[config.mk]
export PLATFORM = sky130hd
export DESIGN_NAME = button_graph
export DESIGN_NICKNAME = d
export VERILOG_FILES = /design/src/rtl/button_pkg.sv /design/src/rtl/button_bar.sv /design/src/rtl/button_graph.sv
export SDC_FILE = /design/constraint.sdc
export NUM_CORES = 1
export LEC_CHECK = 0
export BUFFER_PORTS_ARGS = -buffer_cell sky130_fd_sc_hd__buf_2
export CAP_MARGIN = 0
export CORE_MARGIN = 2
export CORE_UTILIZATION = 55
export DETAILED_ROUTE_END_ITERATION = 8
export PLACE_DENSITY = 0.77
export SKIP_CTS_REPAIR_TIMING = 1
export SYNTH_ARGS = -nofsm -noshare
export SYNTH_HDL_FRONTEND = slang
export SYNTH_SLANG_ARGS = --single-unit
[constraint.sdc]
create_clock -name clk -period 3.5 [get_ports clk]
set_clock_uncertainty 0.1 [all_clocks]
set_input_delay 0.35 -clock clk [delete_from_list [all_inputs] [get_ports clk]]
set_output_delay 0.35 -clock clk [all_outputs]
set_load 0.01 [all_outputs]
[src/rtl/button_pkg.sv]
// Shared constants for the button game object stage: screen size, bar columns,
// serve position, frame tick row and object colours.
// Also holds a small inclusive-range helper used by every pixel/collision compare.
package button_pkg;

  localparam int SCREEN_W = 640;
  localparam int SCREEN_H = 480;

  // Bar columns (inclusive x range)
  localparam int BAR1_X_L = 32;
  localparam int BAR1_X_R = 35;
  localparam int BAR2_X_L = 604;
  localparam int BAR2_X_R = 607;

  // Serve / reset positions (top-left corners)
  localparam int BALL_X0 = 316;
  localparam int BALL_Y0 = 236;
  localparam int BAR_Y0  = 204;

  // Row on which the once-per-frame update tick fires (outside visible area)
  localparam int TICK_ROW = 481;

  localparam logic [2:0] RGB_NONE = 3'b000;
  localparam logic [2:0] RGB_BALL = 3'b100;
  localparam logic [2:0] RGB_BAR1 = 3'b001;
  localparam logic [2:0] RGB_BAR2 = 3'b110;

  // Inclusive range test on 12-bit screen coordinates
  function automatic logic in_span(input logic [11:0] p,
                                   input logic [11:0] lo,
                                   input logic [11:0] hi);
    return (p >= lo) && (p <= hi);
  endfunction

endpackage

[src/rtl/button_bar.sv]
// One player bar: vertical position register stepped on the frame tick and clamped
// to the screen, plus the combinational "pixel is on this bar" compare.
// Ports: clk/rst_n, tick, active-low key_up/key_dn, pixel_x/pixel_y in; bar_y, bar_on out.
module button_bar
  import button_pkg::*;
#(
  parameter int X_L   = BAR1_X_L,
  parameter int X_R   = BAR1_X_R,
  parameter int BAR_H = 72,
  parameter int BAR_V = 4
) (
  input  logic        clk,
  input  logic        rst_n,
  input  logic        tick,
  input  logic        key_up,
  input  logic        key_dn,
  input  logic [11:0] pixel_x,
  input  logic [11:0] pixel_y,
  output logic [9:0]  bar_y,
  output logic        bar_on
);

  // Lowest legal top coordinate: bar bottom sits on the last visible row
  localparam int Y_MAX = SCREEN_H - BAR_H;

  logic [9:0] y_q, y_d;

  always_comb begin
    y_d = y_q;
    if (tick) begin
      // Exactly one key low moves the bar; both or neither hold it
      if (!key_up && key_dn) begin
        y_d = (y_q < 10'(BAR_V)) ? 10'd0 : y_q - 10'(BAR_V);
      end else if (key_up && !key_dn) begin
        y_d = (y_q > 10'(Y_MAX - BAR_V)) ? 10'(Y_MAX) : y_q + 10'(BAR_V);
      end
    end
  end

  always_ff @(posedge clk) begin
    if (!rst_n) begin
      y_q <= 10'(BAR_Y0);
    end else begin
      y_q <= y_d;
    end
  end

  assign bar_y  = y_q;
  assign bar_on = in_span(pixel_x, 12'(X_L), 12'(X_R)) &&
                  in_span(pixel_y, {2'b00, y_q}, {2'b00, y_q} + 12'(BAR_H - 1));

endmodule

[src/rtl/button_graph.sv]
// Game objects: two bars and a ball advanced once per frame, miss pulses to the game
// FSM, and the zero-latency object/colour mux into the pixel stream.
// Ports: clk/rst_n, keys (active-low), stop, video_on, pixel_x/y in; graph_on, rgb_graph, miss1/2 out.
module button_graph
  import button_pkg::*;
#(
  parameter int BAR_H   = 72,
  parameter int BAR_V   = 4,
  parameter int BALL_SZ = 8,
  parameter int BALL_V  = 2
) (
  input  logic        clk,
  input  logic        rst_n,
  input  logic        key1,
  input  logic        key2,
  input  logic        key3,
  input  logic        key4,
  input  logic        stop,
  input  logic        video_on,
  input  logic [11:0] pixel_x,
  input  logic [11:0] pixel_y,
  output logic [2:0]  graph_on,
  output logic [2:0]  rgb_graph,
  output logic        miss1,
  output logic        miss2
);

  localparam logic [11:0] STEP    = 12'(BALL_V);
  localparam logic [11:0] SZ_M1   = 12'(BALL_SZ - 1);
  localparam logic [11:0] BAR_M1  = 12'(BAR_H - 1);
  localparam logic [11:0] BOT_LIM = 12'(SCREEN_H - 1 - BALL_V);
  localparam logic [11:0] RGT_LIM = 12'(SCREEN_W - 1 - BALL_V);

  logic tick;
  logic [9:0] bar1_y, bar2_y;
  logic bar1_on, bar2_on, ball_on;

  logic [9:0] ball_x_q, ball_x_d, ball_y_q, ball_y_d;
  logic vx_pos_q, vx_pos_d, vy_pos_q, vy_pos_d;
  logic miss1_q, miss1_d, miss2_q, miss2_d;

  assign tick = (pixel_x == 12'd0) && (pixel_y == 12'(TICK_ROW));

  button_bar #(
    .X_L(BAR1_X_L), .X_R(BAR1_X_R), .BAR_H(BAR_H), .BAR_V(BAR_V)
  ) u_bar1 (
    .clk(clk), .rst_n(rst_n), .tick(tick), .key_up(key1), .key_dn(key2),
    .pixel_x(pixel_x), .pixel_y(pixel_y), .bar_y(bar1_y), .bar_on(bar1_on)
  );

  button_bar #(
    .X_L(BAR2_X_L), .X_R(BAR2_X_R), .BAR_H(BAR_H), .BAR_V(BAR_V)
  ) u_bar2 (
    .clk(clk), .rst_n(rst_n), .tick(tick), .key_up(key3), .key_dn(key4),
    .pixel_x(pixel_x), .pixel_y(pixel_y), .bar_y(bar2_y), .bar_on(bar2_on)
  );

  // Ball edges and bar extents widened to screen-coordinate width
  logic [11:0] bx, by, bx_r, by_b, b1_t, b2_t;
  assign bx   = {2'b00, ball_x_q};
  assign by   = {2'b00, ball_y_q};
  assign bx_r = bx + SZ_M1;
  assign by_b = by + SZ_M1;
  assign b1_t = {2'b00, bar1_y};
  assign b2_t = {2'b00, bar2_y};

  logic wall_top, wall_bot, ov1, ov2, hit1, hit2, lost1, lost2, vx_new, vy_new;

  assign wall_top = (by <= STEP);
  assign wall_bot = (by_b >= BOT_LIM);
  assign ov1      = (by_b >= b1_t) && (by <= b1_t + BAR_M1);
  assign ov2      = (by_b >= b2_t) && (by <= b2_t + BAR_M1);
  // The catch window extends BALL_V past the bar face so a ball stepping
  // BALL_V per frame cannot skip over it
  assign hit1     = !vx_pos_q && in_span(bx, 12'(BAR1_X_L - BALL_V), 12'(BAR1_X_R)) && ov1;
  assign hit2     = vx_pos_q && in_span(bx_r, 12'(BAR2_X_L), 12'(BAR2_X_R + BALL_V)) && ov2;
  assign lost1    = !vx_pos_q && (bx <= STEP);
  assign lost2    = vx_pos_q && (bx_r >= RGT_LIM);
  // Wall and bar reflections are independent axes, so both can land on one tick
  assign vx_new   = hit1 ? 1'b1 : (hit2 ? 1'b0 : vx_pos_q);
  assign vy_new   = wall_top ? 1'b1 : (wall_bot ? 1'b0 : vy_pos_q);

  always_comb begin
    ball_x_d = ball_x_q;
    ball_y_d = ball_y_q;
    vx_pos_d = vx_pos_q;
    vy_pos_d = vy_pos_q;
    miss1_d  = 1'b0;
    miss2_d  = 1'b0;
    if (tick) begin
      if (stop) begin
        ball_x_d = 10'(BALL_X0);
        ball_y_d = 10'(BALL_Y0);
      end else if (lost1) begin
        // Re-serve toward the player who just missed; vertical direction kept
        ball_x_d = 10'(BALL_X0);
        ball_y_d = 10'(BALL_Y0);
        vx_pos_d = 1'b0;
        miss1_d  = 1'b1;
      end else if (lost2) begin
        ball_x_d = 10'(BALL_X0);
        ball_y_d = 10'(BALL_Y0);
        vx_pos_d = 1'b1;
        miss2_d  = 1'b1;
      end else begin
        vx_pos_d = vx_new;
        vy_pos_d = vy_new;
        ball_x_d = vx_new ? ball_x_q + 10'(BALL_V) : ball_x_q - 10'(BALL_V);
        ball_y_d = vy_new ? ball_y_q + 10'(BALL_V) : ball_y_q - 10'(BALL_V);
      end
    end
  end

  always_ff @(posedge clk) begin
    if (!rst_n) begin
      ball_x_q <= 10'(BALL_X0);
      ball_y_q <= 10'(BALL_Y0);
      vx_pos_q <= 1'b1;
      vy_pos_q <= 1'b1;
      miss1_q  <= 1'b0;
      miss2_q  <= 1'b0;
    end else begin
      ball_x_q <= ball_x_d;
      ball_y_q <= ball_y_d;
      vx_pos_q <= vx_pos_d;
      vy_pos_q <= vy_pos_d;
      miss1_q  <= miss1_d;
      miss2_q  <= miss2_d;
    end
  end

  assign miss1 = miss1_q;
  assign miss2 = miss2_q;

  assign ball_on = in_span(pixel_x, bx, bx_r) && in_span(pixel_y, by, by_b);

  always_comb begin
    graph_on  = 3'b000;
    rgb_graph = RGB_NONE;
    if (video_on) begin
      graph_on = {bar1_on, bar2_on, ball_on};
      if (ball_on) begin
        rgb_graph = RGB_BALL;
      end else if (bar1_on) begin
        rgb_graph = RGB_BAR1;
      end else if (bar2_on) begin
        rgb_graph = RGB_BAR2;
      end
    end
  end

endmodule

==> summary.md <==
| Metric | Value |
|---|---|
| Status | `finished, violations left` |
| Failing checks | `setup timing` |
| Unique masters post-synth | `73` |
| Slowest cell delay on critical path | `0.42 ns` |
| Initial DRC count | `557` |
| Pwr/cell area | `140.2 mW/mm^2` |
| Die Y-Extent | `between 100 and 150 um` |
| Port Buffers | `39` |
| H-Tree Depth | `2` |
| Synth Register Bits | `38` |
| Setup-failing EPs final | `5` |
| Hold Crit Depth | `4` |
| Nets | `990` |
| Post-layout util | `0.6965` |
| Synth-to-Final Area Change | `24.56%` |
| Crit-path cells | `ha_1 > and3_1 > o21ai_1 > xnor2_1 > ha_1 > and4b_1 > a2111oi_4 > a21oi_1 > or4_1 > a21oi_2 > a21boi_2 > buf_2` |
| HPWL after DPL | `15.04 mm` |
| Global route overflow | `0` |
| Final hold violations | `0` |
| Slowest CP cell | `or4_1` |
| Crit-path max FO | `4` |
| Buf/Inv on CP | `1` |
| Io pins | `40` |
| Starting Density | `0.5591` |
| Critical Path Stages | `12` |
| DRT antenna net count | `0` |
| Vias per inst | `6.484` |
| Worst EP arrival | `~3.5 ns` |
| Post-synthesis async set-or-reset flop share | `0` |
| Clock-pin slew on the worst setup and hold paths | `0.10 ns` |
| Synthesized area | `around 0.0057 sq mm` |
| CTS Buf Count | `5` |
| Clk sinks | `38` |
| Syn nets | `889` |
| Initial antenna violation count | `0` |
| Synth top area share | `0.2472` |
| Drt pass-1 iters | `5` |
| First-pass GRT wire length | `29.48 mm` |
| Synth warn | `0` |
| Tot GR Track Use | `0.3328` |
| Core Region | `0.01023 sq mm` |
| Die ar. | `0.01123 sq mm` |
| VDD IR max | `0.1581 mV` |
| CTS root buf | `clkbuf_8` |
| Number of synthesized flops with an enable pin | `0` |
| Worst path required time | `3.05 ns` |
| Main synth FF type | `dfxtp_1` |
| Fmax | `255.6 MHz` |
| Crit path launch type | `flip-flop` |
| Setup WS post-layout | `-0.4119 ns` |
| Critical path class | `flip-flop to primary output` |
| Width of the chip | `106.0 um` |
| Maxcap violations | `0` |
| Worst setup EP type | `primary output` |
| Final WL | `19.81 mm` |
| Vias | `6,367` |
| Clock Latency Late Sink | `~0.33 ns` |
| Top cells by area, synth | `ha_1, dfxtp_1, xnor2_1` |
| Slew HR | `0.5310` |
| Vias in the first global route | `5,946` |
| CTS tree | `done` |
| Mapped Cells | `744` |
| Fin crit share | `1.118` |
| Syn_area_per_cell | `7.689 sq um` |
| RSZ-0062 raised after global routing | `true` |
| Final Max Slew Viols | `0` |
| R2R depth | `12` |
| Share of layout cells above drive strength 1 | `0.2553` |
| Post-synth top cells | `ha_1, nand2_1, inv_1` |
| GP Congestion | `around 0.98` |
| CP delay by family, top | `simple AND/OR/NAND/NOR gates` |
| Worst min-delay path category | `input pin to flip-flop` |
| Count leader, synth | `ha_1` |
| Largest area contributor in the synthesized netlist | `ha_1` |
| Deepest clock path buffer count | `2` |
| Minimum clock period | `approximately 4 ns` |
| Pin count of the biggest net entering global routing | `25` |
| Worst-Margin Slew | `about 0.70 ns` |
| Row count | `37` |
| Wire per inst | `20.17 um` |
| Antenna cells | `0` |
| Remaining DRCs | `0` |
| Leakage | `3.063 nW` |
| Place WS | `-0.09373 ns` |
| Post-synthesis sequential area ratio | `0.1330` |
| Cell repeated most along the worst path | `ha_1` |
metrics by stage:
step	setup TNS (ns)	std cells	cell area, sq um	hold WS [ns]	total power, mW
6_report	-1.374	982	7126	0.2503	0.9993
5_1_grt	-2.592	982	7126	0.2880	1.029
4_1_cts	-2.529	974	6645	0.2442	0.9858
3_5_place_dp	-0.4430	966	6550	0.4020	0.6333
3_3_place_gp	0	966	6550	0.3937	0.6240
2_1_floorplan	0	744	5739	0.3548	0.5518
logic make-up after synthesis:
logic type,Yosys count,synth area share
AOI/OAI and AO/OA,217,0.2539
xor gates and xnor gates,38,0.05818
adders and majority gates,117,0.2542
buffers and inverters,85,0.06015
DFF,38,0.1330
muxes,10,0.01750
and+or+nand+nor,239,0.2231
cell usage in the layout (no fill, tap or decap), drive strengths merged, types with 6 or more instances in the layout:
cell type / count
a211oi: 8
a21o: 12
a21oi: 45
a31oi: 9
and3: 9
buf: 122
clkbuf: 6
dfxtp: 38
ha: 113
inv: 56
mux2i: 10
nand2: 61
nand2b: 8
nand3: 22
nand4: 14
nor2: 36
nor3: 29
nor4: 13
o2111ai: 8
o211ai: 14
o21a: 22
o21ai: 48
o31ai: 6
or4: 6
xnor2: 35
power by group:
part	switching (mW)	internal, mW
clock	0.199	0.159
sequential	0.00276	0.431
combinational	0.123	0.0847
total	0.325	0.674
cell type report:
class / instances / area (sq um)
timing repair buffer: 122 / 840.8
inverter: 57 / 214.0
fill: 818 / 3105
sequential: 38 / 783.3
clock inverter: 2 / 12.51
clock buffer: 6 / 82.58
tap: 136 / 170.2
multi-input combinational: 621 / 5022
registers in the layout, indices dropped and copies added (netlist names):
signal / cells
miss1: 1
u_bar1.bar_y: 8
vy_pos_q: 1
ball_y_q: 9
u_bar2.bar_y: 8
miss2: 1
vx_pos_q: 1
ball_x_q: 9
layer usage:
metal | track usage | up-vias | wire length, um
met3 | 0.04905 | 58 | 1362
li1 | - | 3006 | -
met2 | 0.5613 | 277 | 9193
met5 | 0 | - | 0
met1 | 0.4254 | 3026 | 8529
met4 | 0.1344 | 0 | 723
tightest hold or removal path: stages:
cell and delay (ns):
buf_2 0.11, nor2_4 0.05, nand2_2 0.09, nor2_1 0.04
worst paths after layout:
| path | startpoint | to | slack, ns |
|---|---|---|---|
| worst max register to register | u_bar1.bar_y[2] | ball_x_q[6] | -0.02 |
| worst max-delay path | u_bar1.bar_y[2] | rgb_graph[0] | -0.41 |
| worst min-delay path | stop | miss1 | 0.25 |
| worst min register to register | ball_x_q[6] | ball_x_q[6] | 0.42 |
Note: power is estimated with default switching activity, not from simulation.
